==> config.mk <==
export PLATFORM = sky130hd
export DESIGN_NAME = fb_swap_ctrl_flat
export DESIGN_NICKNAME = d
export VERILOG_FILES = /design/src/rtl/fb_swap_ctrl_if.sv /design/src/rtl/fb_swap_ctrl.sv /design/src/flat_wrapper.sv
export SDC_FILE = /design/constraint.sdc
export NUM_CORES = 1
export LEC_CHECK = 0
export BUFFER_PORTS_ARGS = -buffer_cell sky130_fd_sc_hd__buf_2
export CELL_PAD_IN_SITES_DETAIL_PLACEMENT = 0
export CELL_PAD_IN_SITES_GLOBAL_PLACEMENT = 2
export CORE_UTILIZATION = 25
export DETAILED_ROUTE_END_ITERATION = 10
export PLACE_DENSITY_LB_ADDON = 0.1
export SLEW_MARGIN = 0
export SYNTH_ARGS = -nofsm -noshare
export SYNTH_HDL_FRONTEND = slang
export SYNTH_SLANG_ARGS = --single-unit
==> constraint.sdc <==
create_clock -name pixclk -period 2.4 [get_ports pixclk]
set_input_delay 0.36 -clock pixclk [delete_from_list [all_inputs] [get_ports pixclk]]
set_output_delay 0.36 -clock pixclk [all_outputs]
set_load 0.1 [all_outputs]
==> src/rtl/fb_swap_ctrl_if.sv <==
// ---------------------------------------------------------------------------
// fb_swap_ctrl_if -- pixel write bus between the pattern source, the
// double-buffer controller and the frame RAM write port.
//
//   wr_valid / wr_addr / wr_rgb : source presents a pixel
//   wr_ready                    : controller accepts the pixel this cycle
//   fill_start                  : one-cycle pulse, source restarts at address 0
//   ram_we / ram_waddr / ram_wdata : frame RAM write port, {back bit, addr}
//
// modport master : pattern source side (drives the pixel request)
// modport slave  : controller side (fb_swap_ctrl)
// ---------------------------------------------------------------------------
interface fb_swap_ctrl_if #(
    parameter int AW = 9,
    parameter int DW = 24
);
    logic          wr_valid;
    logic [AW-1:0] wr_addr;
    logic [DW-1:0] wr_rgb;
    logic          wr_ready;
    logic          fill_start;
    logic          ram_we;
    logic [AW:0]   ram_waddr;
    logic [DW-1:0] ram_wdata;

    modport master (
        output wr_valid, wr_addr, wr_rgb,
        input  wr_ready, fill_start, ram_we, ram_waddr, ram_wdata
    );

    modport slave (
        input  wr_valid, wr_addr, wr_rgb,
        output wr_ready, fill_start, ram_we, ram_waddr, ram_wdata
    );
endinterface

==> src/rtl/fb_swap_ctrl.sv <==
// ---------------------------------------------------------------------------
// fb_swap_ctrl -- double-buffered frame RAM controller.
//
// A pattern source fills the back buffer while the panel scanner reads the
// front buffer. Once a whole frame (2^AW pixels) has been written, the next
// vsync swaps the buffers. A vsync arriving while no complete frame is
// waiting is a repeat frame: the scanner re-shows the current front buffer.
//
// Ports:
//   pixclk     : sole clock, rising edge
//   reset      : asynchronous, active-high
//   vsync      : single-cycle frame boundary pulse from the scanner
//   bus        : fb_swap_ctrl_if.slave (pixel handshake + RAM write port)
//   front_sel  : buffer currently read by the scanner
//   display    : high once a complete frame has been shown
//   frame_id   : count of completed swaps, wraps 127 -> 0
//   drop_cnt   : count of repeat frames, saturating at 255
//
// Build option: define FB_DROP_CNT_EN to build the repeat-frame counter;
// without it drop_cnt is tied to 0.
//
// Registered outputs change on the edge that leaves IDLE / SWAP, so
// fill_start, the new front_sel and frame_id all appear together in the
// first cycle of the new fill.
// ---------------------------------------------------------------------------
module fb_swap_ctrl #(
    parameter int AW = 9,
    parameter int DW = 24
) (
    input  logic          pixclk,
    input  logic          reset,
    input  logic          vsync,
    fb_swap_ctrl_if.slave bus,
    output logic          front_sel,
    output logic          display,
    output logic [6:0]    frame_id,
    output logic [7:0]    drop_cnt
);

    typedef enum logic [1:0] {IDLE, FILL, READY, SWAP} state_t;

    // Counter value just before the final write of a frame.
    localparam logic [AW:0] LAST = (AW+1)'((1 << AW) - 1);

    state_t        state;
    logic [AW:0]   fill_cnt;
    logic          fill_start;
    logic          accept;
    logic [DW-1:0] px_data;

    assign bus.wr_ready   = (state == FILL);
    assign accept         = bus.wr_valid && (state == FILL);
    assign px_data        = bus.wr_rgb;

    // Writes always land in the back buffer, never the one being scanned.
    assign bus.ram_we     = accept;
    assign bus.ram_waddr  = {~front_sel, bus.wr_addr};
    assign bus.ram_wdata  = px_data;
    assign bus.fill_start = fill_start;

    always_ff @(posedge pixclk or posedge reset) begin
        if (reset) begin
            state      <= IDLE;
            fill_cnt   <= '0;
            front_sel  <= 1'b0;
            display    <= 1'b0;
            frame_id   <= '0;
            fill_start <= 1'b0;
        end else begin
            fill_start <= 1'b0;
            case (state)
                IDLE: begin
                    state      <= FILL;
                    fill_cnt   <= '0;
                    fill_start <= 1'b1;
                end
                FILL: begin
                    if (accept) begin
                        fill_cnt <= fill_cnt + 1'b1;
                        if (fill_cnt == LAST) state <= READY;
                    end
                end
                READY: begin
                    if (vsync) state <= SWAP;
                end
                SWAP: begin
                    state      <= FILL;
                    fill_cnt   <= '0;
                    front_sel  <= ~front_sel;
                    display    <= 1'b1;
                    frame_id   <= frame_id + 1'b1;
                    fill_start <= 1'b1;
                end
                default: state <= IDLE;
            endcase
        end
    end

`ifdef FB_DROP_CNT_EN
    // Any vsync outside READY re-shows the current frame. A vsync on the
    // final fill write is still seen in FILL, so it counts here as well.
    logic rpt_ev;
    assign rpt_ev = vsync && (state != READY);

    always_ff @(posedge pixclk or posedge reset) begin
        if (reset)
            drop_cnt <= '0;
        else if (rpt_ev && drop_cnt != 8'hFF)
            drop_cnt <= drop_cnt + 1'b1;
    end
`else
    assign drop_cnt = 8'd0;
`endif

endmodule
==> src/flat_wrapper.sv <==
// flat-port wrapper written by rule: the top's interface ports become plain ports
module fb_swap_ctrl_flat 
#(
    parameter int AW = 9,
    parameter int DW = 24
)
  (pixclk, reset, vsync, front_sel, display, frame_id, drop_cnt, bus_wr_valid, bus_wr_addr, bus_wr_rgb, bus_wr_ready, bus_fill_start, bus_ram_we, bus_ram_waddr, bus_ram_wdata);
  fb_swap_ctrl_if #(.AW(AW), .DW(DW)) bus_i ();
  input  logic pixclk;
  input  logic reset;
  input  logic vsync;
  output logic front_sel;
  output logic display;
  output logic [6:0] frame_id;
  output logic [7:0] drop_cnt;
  input wire logic [$bits(bus_i.wr_valid)-1:0] bus_wr_valid;
  input wire logic [$bits(bus_i.wr_addr)-1:0] bus_wr_addr;
  input wire logic [$bits(bus_i.wr_rgb)-1:0] bus_wr_rgb;
  output wire logic [$bits(bus_i.wr_ready)-1:0] bus_wr_ready;
  output wire logic [$bits(bus_i.fill_start)-1:0] bus_fill_start;
  output wire logic [$bits(bus_i.ram_we)-1:0] bus_ram_we;
  output wire logic [$bits(bus_i.ram_waddr)-1:0] bus_ram_waddr;
  output wire logic [$bits(bus_i.ram_wdata)-1:0] bus_ram_wdata;
  assign bus_i.wr_valid = bus_wr_valid;
  assign bus_i.wr_addr = bus_wr_addr;
  assign bus_i.wr_rgb = bus_wr_rgb;
  assign bus_wr_ready = bus_i.wr_ready;
  assign bus_fill_start = bus_i.fill_start;
  assign bus_ram_we = bus_i.ram_we;
  assign bus_ram_waddr = bus_i.ram_waddr;
  assign bus_ram_wdata = bus_i.ram_wdata;
  fb_swap_ctrl #(.AW(AW), .DW(DW)) u_core (.pixclk(pixclk), .reset(reset), .vsync(vsync), .bus(bus_i), .front_sel(front_sel), .display(display), .frame_id(frame_id), .drop_cnt(drop_cnt));
endmodule
==> reports/qor.txt <==
Cells after Synth -> 147
Die H -> 78.3 um
VDD IR-drop max -> 0.000683 V
Final hold vios -> 0
Setup WS pre-CTS -> 532 ps
CP dominant cell by count -> inv_1
# setup viols final -> 0
Die Wd -> 78.3 um
Die area -> 6120 um^2
Critical Path Sink Type -> primary output
Synth cell types -> 35
CP max-delay cell -> buf_2
Via count -> 905
Clk_lat worst skew -> 270 ps
Clk slew on worst S/H paths -> 90 ps
Row cnt -> 27
Achievable frequency -> 467 MHz
CTS sink count -> 22
Total CTS buffers -> 3
Clock Skew -> 5.43 ps
Switch share -> 55.0%
Starting density of the core -> 26.2%
Syn Std Cell Area -> 1450 um^2
Synth warn -> 0
Max cap viols -> 0
Fin crit period -> 2140 ps
GRT overflow -> 0
Register area share after synthesis -> 37.9%
Hold Buf Count CTS -> 0
Filler cells -> 633
Leak -> 0.000634 uW
H-tree Lvls -> 1
Combinational share of power -> 55.3%
Critical setup path kind -> flip-flop to primary output
Family with the most delay on the worst path -> buffers and inverters
# port buffers -> 16
Via/cell ratio -> 4.46
Sequential fraction of design power -> 31.1%
DRT Wirelength -> 2890 um
Worst flop-to-flop path startpoint -> u_core.state[1]
Status -> completed
Reg2Reg Setup Slack -> 600 ps
Top sig layer -> met4
1st-pass router iterations -> 6
Share of cells above drive strength 1 -> 23.7%
Cells along the critical path -> inv_1 -> ha_2 -> nand2_1 -> inv_1 -> buf_2
DRC viols -> 0
Post-detail-place hpwl -> 2120 um
Clock power frac -> 13.6%
Vias in the first global route -> 907
Unrepaired setup endpoints after global routing -> no
Antenna cell count -> 0
Buffers & Inverters on Critical Path -> 3
Post-CTS setup buffer count -> 0
Post-CTS Resized -> 0
Fin nets -> 175
Met3 WL -> 215 um
Final worst path period share -> 89.2%
Routed length on met1 -> 1330 um
GRT Util Overall -> 9.81%
Final WS setup -> 259 ps
Largest net degree at the start of global routing -> 23
Arr. time, crit path -> 1780 ps
Ports -> 91
DR WL met2 -> 1320 um
Syn_area_per_cell -> 9.89 um^2
Launch point of the worst path -> u_core.state[1]
Worst Path Required -> 2040 ps
Antenna-violating nets left -> 0
First-pass GRT wire length -> 4620 um
Pins Over Slew Limit -> 0
Crit-path max FO -> 16
P_sw -> 1120 uW
Cell area power density -> 1470 nW/um^2
Max incr delay on CP -> 420 ps
GP Congestion -> 0.648
Initial antenna violation count -> 0
Pint -> 918 uW
Drt initial violations -> 15
CTS tree -> built
Worst hold path class -> input port to asynchronous set/reset pin
Clk root buf -> clkbuf_8
Setup TNS -> 0 ps
DR WL/cell -> 14.2 um
Synth Register Bits -> 22
P&R area growth vs syn -> -4.22%
Max clock buf depth -> 2
Startpoint Class -> flip-flop
CORE AREA -> 5540 um^2
-- Yosys cell counts --
| cell | instances | area [um^2] |
|---|---|---|
| xor2_1 | 4 | 35.0 |
| nor2b_1 | 2 | 12.5 |
| o21ai_0 | 1 | 5.00 |
| inv_1 | 6 | 22.5 |
| and4_1 | 1 | 8.76 |
| inv_2 | 1 | 3.75 |
| dfrtp_1 | 22 | 551 |
| nor4_2 | 1 | 12.5 |
| ha_1 | 6 | 75.1 |
| nand3_2 | 1 | 10.0 |
| a21oi_1 | 2 | 10.0 |
| and3_1 | 2 | 12.5 |
| mux2i_1 | 4 | 40.0 |
| a21oi_2 | 1 | 8.76 |
| or3_1 | 1 | 6.26 |
| nand3_1 | 5 | 25.0 |
| nand2b_1 | 1 | 6.26 |
| nand2_1 | 11 | 41.3 |
| buf_4 | 42 | 315 |
| xnor2_1 | 5 | 43.8 |
| nand4_1 | 4 | 25.0 |
| nand3b_1 | 1 | 7.51 |
| mux2i_2 | 1 | 13.8 |
| nor3_1 | 1 | 5.00 |
| nand2_2 | 1 | 6.26 |
| conb_1 | 1 | 3.75 |
| mux2_2 | 1 | 11.3 |
| clkbuf_1 | 2 | 7.51 |
| o2bb2ai_1 | 1 | 8.76 |
| or2_2 | 1 | 6.26 |
| nor4_4 | 1 | 21.3 |
| nor2_1 | 5 | 18.8 |
| o221ai_1 | 1 | 8.76 |
| o31ai_1 | 2 | 15.0 |
| a32o_1 | 5 | 50.1 |
-- cells in the final DEF, fill, tap and decap left out, drive strengths merged --
| master | n |
|---|---|
| and4 | 1 |
| inv | 7 |
| xor2 | 4 |
| xnor2 | 5 |
| nor2b | 2 |
| nand3b | 1 |
| nor2 | 5 |
| o221ai | 1 |
| a21oi | 3 |
| nand3 | 6 |
| or2 | 1 |
| dfrtp | 22 |
| ha | 6 |
| mux2i | 5 |
| nand2b | 1 |
| nor4 | 2 |
| o2bb2ai | 1 |
| o21ai | 1 |
| buf | 17 |
| mux2 | 1 |
| or3 | 1 |
| clkbuf | 4 |
| nand2 | 12 |
| conb | 8 |
| nor3 | 1 |
| nand4 | 4 |
| a32o | 5 |
| o31ai | 2 |
| and3 | 2 |
-- state kept, by name, summed over array words and instances, names as in the netlist --
signal / cells
u_core.bus.fill_start: 1
u_core.state: 2
u_core.front_sel: 1
u_core.display: 1
u_core.fill_cnt: 10
u_core.frame_id: 7
-- power groups by stage --
stage / combinational (uW) / clock (uW) / sequential [uW]
4_1_cts: 1150 / 300 / 634
2_1_floorplan: 983 / 0 / 865
3_5_place_dp: 1150 / 0 / 642
5_1_grt: 1210 / 312 / 654
3_3_place_gp: 1150 / 0 / 640
6_report: 1130 / 277 / 635
-- worst reg2reg max path, stage by stage, from the launching register on --
cell and delay (ps):
dfrtp_1 400, inv_1 100, ha_2 390, mux2i_2 480
nor3_1 120, xnor2_1 150, nor2_1 50
-- path summary, 6_finish.rpt --
kind,depth (start not counted),to
max reg2reg,6,u_core.fill_cnt[6]
min,3,u_core.fill_cnt[3]
min reg2reg,1,u_core.display
min in group pixclk,3,u_core.fill_cnt[0]
max in group asynchronous,3,u_core.frame_id[1]
max,5,bus_ram_we
-- stage by stage --
stage                     cells  total power [uW]  hold WS [ps]  cell area [um^2]  util, %
after global routing        203              2180           132              1390     25.1
after detailed placement    199              1790           424              1340     24.1
final                       203              2040           117              1390     25.1
after global placement      199              1790           424              1340     24.1
after CTS                   203              2080           119              1390     25.1
after floorplan             154              1850           349              1480        -
-- routing by layer --
metal	track usage [%]	vias to the layer above
met3	3.84	6
li1	-	420
met4	4.63	0
met5	0	-
met1	12.3	441
met2	14.7	38
-- logic make-up after synthesis --
group                      count (synthesis)  synth area share [%]
other                                      1                 0.258
buffers and inverters                     51                  24.0
muxes                                      6                  4.47
AOI/OAI and AO/OA                         13                  7.31
DFF                                       22                  37.9
and+or+nand+nor                           39                  15.5
adders and majority gates                  6                  5.16
xor gates and xnor gates                   9                  5.42
-- final cells by class --
| class | instances | area (um^2) | area share [%] |
|---|---|---|---|
| well taps | 72 | 90.1 | 6.47 |
| flip-flops and latches | 22 | 551 | 39.5 |
| multi-input cells | 81 | 583 | 41.9 |
| repair buffers | 17 | 87.6 | 6.29 |
| clock buffers | 4 | 55.1 | 3.95 |
| inverters | 7 | 26.3 | 1.89 |
Note: power is estimated with default switching activity, not from simulation.
